$ cat config.mk
export PLATFORM = sky130hd
export DESIGN_NAME = uart_rx
export DESIGN_NICKNAME = d
export VERILOG_FILES = /design/src/rtl/uart_rx.sv
export SDC_FILE = /design/constraint.sdc
export NUM_CORES = 1
export LEC_CHECK = 0
export CAP_MARGIN = 10
export CORE_ASPECT_RATIO = 0.75
export CORE_MARGIN = 4
export CORE_UTILIZATION = 45
export DETAILED_ROUTE_END_ITERATION = 10
export GPL_ROUTABILITY_DRIVEN = 0
export SLEW_MARGIN = 20
export SYNTH_ARGS = -nofsm -noshare
export SYNTH_HDL_FRONTEND = slang
export SYNTH_SLANG_ARGS = --single-unit
$ cat constraint.sdc
create_clock -name clk -period 2.9 [get_ports clk]
set_input_delay 0.725 -clock clk [delete_from_list [all_inputs] [get_ports clk]]
set_output_delay 0.725 -clock clk [all_outputs]
set_load 0.02 [all_outputs]
$ cat src/rtl/uart_rx.sv
`default_nettype none
// ============================================================================
//  Module      : uart_rx
//  Description : 8N1 UART receiver, 16x oversampling with 3-sample majority
//                vote, false-start rejection, framing-error detection and a
//                one-deep rdy/ack holding register with overrun reporting.
//  Revision    : 1.0  initial release
// ============================================================================
module uart_rx #(
    parameter int OS_DIV  = 651,
    parameter int OS_RATE = 16
) (
    input  logic       clk,
    input  logic       rst_n,
    input  logic       rx,
    output logic [7:0] dout,
    output logic       rdy,
    input  logic       ack,
    output logic       frame_err,
    output logic       overrun,
    output logic       busy
);

    localparam logic [11:0] c_DIV_LAST  = 12'(OS_DIV - 1);
    localparam logic [3:0]  c_S_FIRST   = 4'(OS_RATE / 2 - 1);
    localparam logic [3:0]  c_S_SECOND  = 4'(OS_RATE / 2);
    localparam logic [3:0]  c_S_VOTE    = 4'(OS_RATE / 2 + 1);
    localparam logic [3:0]  c_S_LAST    = 4'(OS_RATE - 1);

    typedef enum logic [1:0] {
        ST_IDLE  = 2'd0,
        ST_START = 2'd1,
        ST_DATA  = 2'd2,
        ST_STOP  = 2'd3
    } state_t;

    state_t      r_state;
    state_t      w_state_nxt;
    logic        r_sync1;
    logic        r_sync2;
    logic [11:0] r_div_cnt;
    logic [3:0]  r_s_cnt;
    logic [2:0]  r_bit_cnt;
    logic        r_smp_a;
    logic        r_smp_b;
    logic [7:0]  r_shift;
    logic [7:0]  r_dout;
    logic        r_rdy;
    logic        r_frame_err;
    logic        r_overrun;

    logic        w_rx_s;
    logic        w_tick;
    logic        w_vote_pt;
    logic        w_wrap;
    logic        w_vote;
    logic        w_state_chg;
    logic        w_shift_en;
    logic        w_deliver;
    logic        w_ferr;

    assign w_rx_s      = r_sync2;
    assign w_tick      = (r_state != ST_IDLE) && (r_div_cnt == c_DIV_LAST);
    assign w_vote_pt   = w_tick && (r_s_cnt == c_S_VOTE);
    assign w_wrap      = w_tick && (r_s_cnt == c_S_LAST);
    // third sample is the live line value on the vote tick itself
    assign w_vote      = (r_smp_a & r_smp_b) | (r_smp_a & w_rx_s) | (r_smp_b & w_rx_s);
    assign w_state_chg = (w_state_nxt != r_state);

    always_ff @(posedge clk or negedge rst_n) begin
        if (!rst_n) begin
            r_sync1 <= 1'b1;
            r_sync2 <= 1'b1;
            r_state <= ST_IDLE;
        end else begin
            r_sync1 <= rx;
            r_sync2 <= r_sync1;
            r_state <= w_state_nxt;
        end
    end

    always_comb begin
        w_state_nxt = r_state;
        w_shift_en  = 1'b0;
        w_deliver   = 1'b0;
        w_ferr      = 1'b0;
        case (r_state)
            ST_IDLE: begin
                if (!w_rx_s) w_state_nxt = ST_START;
            end
            ST_START: begin
                if (w_vote_pt && w_vote) w_state_nxt = ST_IDLE;
                else if (w_wrap)         w_state_nxt = ST_DATA;
            end
            ST_DATA: begin
                if (w_vote_pt) w_shift_en = 1'b1;
                if (w_wrap && (r_bit_cnt == 3'd7)) w_state_nxt = ST_STOP;
            end
            ST_STOP: begin
                // decide at mid-stop so a following start edge is never missed
                if (w_vote_pt) begin
                    w_state_nxt = ST_IDLE;
                    w_deliver   = w_vote;
                    w_ferr      = ~w_vote;
                end
            end
            default: w_state_nxt = ST_IDLE;
        endcase
    end

    always_ff @(posedge clk or negedge rst_n) begin
        if (!rst_n) begin
            r_div_cnt <= 12'd0;
            r_s_cnt   <= 4'd0;
            r_bit_cnt <= 3'd0;
            r_smp_a   <= 1'b0;
            r_smp_b   <= 1'b0;
            r_shift   <= 8'h00;
        end else begin
            if ((r_state == ST_IDLE) || w_tick) r_div_cnt <= 12'd0;
            else                                r_div_cnt <= r_div_cnt + 12'd1;

            if (w_state_chg) r_s_cnt <= 4'd0;
            else if (w_tick) r_s_cnt <= r_s_cnt + 4'd1;

            if (r_state != ST_DATA) r_bit_cnt <= 3'd0;
            else if (w_wrap)        r_bit_cnt <= r_bit_cnt + 3'd1;

            if (w_tick && (r_s_cnt == c_S_FIRST))  r_smp_a <= w_rx_s;
            if (w_tick && (r_s_cnt == c_S_SECOND)) r_smp_b <= w_rx_s;

            if (w_shift_en) r_shift <= {w_vote, r_shift[7:1]};
        end
    end

    always_ff @(posedge clk or negedge rst_n) begin
        if (!rst_n) begin
            r_dout      <= 8'h00;
            r_rdy       <= 1'b0;
            r_frame_err <= 1'b0;
            r_overrun   <= 1'b0;
        end else begin
            r_frame_err <= w_ferr;
            r_overrun   <= 1'b0;
            if (w_deliver) begin
                r_dout    <= r_shift;
                r_rdy     <= 1'b1;
                r_overrun <= r_rdy & ~ack;
            end else if (r_rdy && ack) begin
                r_rdy <= 1'b0;
            end
        end
    end

    assign dout      = r_dout;
    assign rdy       = r_rdy;
    assign frame_err = r_frame_err;
    assign overrun   = r_overrun;
    assign busy      = (r_state != ST_IDLE);

endmodule
`default_nettype wire
==> results.json <==
{
  "finalSetupViolCount": 0,
  "critPathMaxStageDelay_ns": 0.55,
  "cp_data_arrival_time_ns": 1.67,
  "grt_pass1_wl_mm": 6.50,
  "vias": 1334,
  "path_class": "flip-flop to output pin",
  "layout_commonest_cell": "dfrtp_1",
  "antenna_found_initial": 0,
  "syn_inst": 169,
  "fmax_mhz": 417,
  "wl_met1_mm": 1.74,
  "cts_max_level": 2,
  "rr_worst_depth": 4,
  "layout_common_cells": "dfrtp_1, nor2_1, clkdlybuf4s50_1",
  "drcViolationCount": 0,
  "worstReg2RegEnd": "dout[0]",
  "dp_cells": 237,
  "fin_crit_ns": 2.40,
  "start_util": 0.465,
  "fin_nets": 198,
  "place_hpwl_mm": 2.62,
  "drive_gt1_frac": 0.176,
  "drv_slew": 0,
  "rsz0062_at_grt": "false",
  "yosysSeqAreaShare": 0.535,
  "n_fill_cell": 385,
  "first_pass_iters": 4,
  "dr.max_layer_used": "met4",
  "hold_class": "flip-flop to flip-flop",
  "cts.path.max_buffers": 2,
  "cap_violations": 0,
  "startpoint": "r_state[1]",
  "critPathMaxFanout": 9,
  "fin_crit_sh": 0.827,
  "synth_seq_cells": 44,
  "vias_per_cell": 5.44,
  "layoutNonFillerInstCount": 245,
  "grt.overflow.total": 0,
  "core_mm2": 0.00444,
  "fp.dieW_um": 86.2,
  "num_rows": 21,
  "fin_ws_ns": 0.500,
  "powerDensity_mw_per_mm2": 467,
  "crit_chain": "or2_2, clkdlybuf4s50_1",
  "ys_async_sr_fraction": 1.00,
  "die_h_um": 66.7,
  "setup-tns-final_ns": 0,
  "worst_slew_pin_slew_ns": 0.917,
  "detail-route-antenna-nets": 0,
  "root_buffer": "clkbuf_8",
  "hold_buffers": 0,
  "endpoint": "busy",
  "wl_met2_mm": 1.75,
  "finalHoldViolCount": 0,
  "port_buffers": 15,
  "cts_resized": 0,
  "place_area_mm2": 0.00225,
  "synthTopCellsByArea": "dfrtp_1, mux2_4, mux2_2, ha_1, nor2_1",
  "relSlewSlack": 0.381,
  "final_util": 0.534,
  "wirelength_mm": 3.66,
  "cts_buffers": 5,
  "wl_per_cell_um": 14.9,
  "cts_setup_buffers": 0,
  "p_leak_uw": 0.00111,
  "synth-edff-count": 0,
  "final_cell_area_mm2": 0.00237,
  "regToRegSetupSlack_ns": 0.53,
  "fin_skew_ns": 0.00528,
  "grt_pass1_vias": 1372,
  "critPathCaptureType": "output pin",
  "cp-start-kind": "flip-flop",
  "synth_top_area_frac": 0.509,
  "avgSynthCellArea_um2": 12.2,
  "cts.clk_slew.worst_paths_ns": 0.09,
  "met3_length_um": 130,
  "cts_tree": "built",
  "status": "completed",
  "reg2reg_from": "r_div_cnt[5]",
  "dp_slack_ns": 0.525,
  "synth_top_area_cell": "dfrtp_1",
  "drtIter0Drc": 69,
  "grt_max_degree": 45,
  "peakVddDrop_v": 0.000220,
  "synth_nets": 180,
  "synth-main-ff-cell": "dfrtp_1",
  "grt_usage": 0.147,
  "n_antenna_cell": 0,
  "worstPathRequired_ns": 2.17,
  "yosys_warnings": 0,
  "syn2layout_area_growth_pct": 14.9,
  "ys_types": 39,
  "clkLatencyLatePin_ns": 0.29,
  "io_pins": 16,
  "syn-cell-area_mm2": 0.00206,
  "die_area_mm2": 0.00575,
  "clock-sinks": 44,
  "slowest_stage": "clkdlybuf4s50_1"
}
logic make-up (layout without fill, tap and decap cells):
kind of cell,Yosys count,after routing,synth area share
AOI/OAI and AO/OA,14,14,0.0473
xor gates and xnor gates,11,11,0.0467
adders and majority gates,8,8,0.0473
buffers and inverters,10,29,0.0236
DFF,44,44,0.535
muxes,21,21,0.127
and+or+nand+nor,61,61,0.173
layer usage:
metal,up-vias,global-route usage
met1,674,0.192
met5,-,0
li1,636,-
met3,5,0.0383
met2,19,0.238
met4,0,0.0525
per-stage QoR:
| step | hold slack, ns | total power (uW) |
|---|---|---|
| after CTS | 0.362 | 1120 |
| after global routing | 0.372 | 1160 |
| after floorplan | 0.345 | 629 |
| after global placement | 0.349 | 644 |
| after detailed placement | 0.349 | 644 |
| final | 0.360 | 1110 |
final cells by class:
cell class              count  area, um^2  area share
flip-flops and latches     44        1100       0.465
inverters                   6        22.5     0.00949
well taps                  57        71.3      0.0301
clock inverters             3        46.3      0.0195
repair buffers             15         148      0.0622
clock buffers               5        68.8      0.0290
multi-input cells         115         912       0.384
power by group:
part	internal [uW]	switching [uW]	total, uW
Combinational	3.42	11.6	15.0
Clock	260	218	477
Sequential	615	0.938	616
Total	878	230	1110
sequential cells by signal, summed over array words and instances (netlist names), 2 cells and up:
signal and count:
r_div_cnt 12, r_bit_cnt 3, r_state 2, dout 8, r_s_cnt 4, r_shift 8
worst min-delay path by stage:
stage	cells after the start	start	to	slack, ns
floorplan	0	r_sync1	r_sync2	0.35
global placement	0	r_sync1	r_sync2	0.35
detailed placement	0	r_sync1	r_sync2	0.35
CTS	0	r_sync1	r_sync2	0.36
global route	0	r_sync1	r_sync2	0.37
finish	0	r_sync1	r_sync2	0.36
synthesized netlist by cell type, types with 2 or more instances:
cell type	n
nand2_1	8
nand3_1	8
mux2_2	10
dfrtp_1	42
nor4b_4	2
xor2_1	6
a31oi_1	2
xnor2_1	5
dfstp_2	2
a32oi_1	2
mux2i_1	3
nor2_1	19
or3_1	4
inv_1	6
nor3_1	3
o21ai_0	4
clkbuf_1	2
mux2_4	8
nand4_1	6
and3b_1	2
ha_1	7
worst max-delay path: cells and delay by family, from the launching register on:
kind,cells,cell delay (ns)
and+or+nand+nor,1,0.36
DFF,1,0.48
buffers and inverters,1,0.55
(Power assumes the default switching activity.)
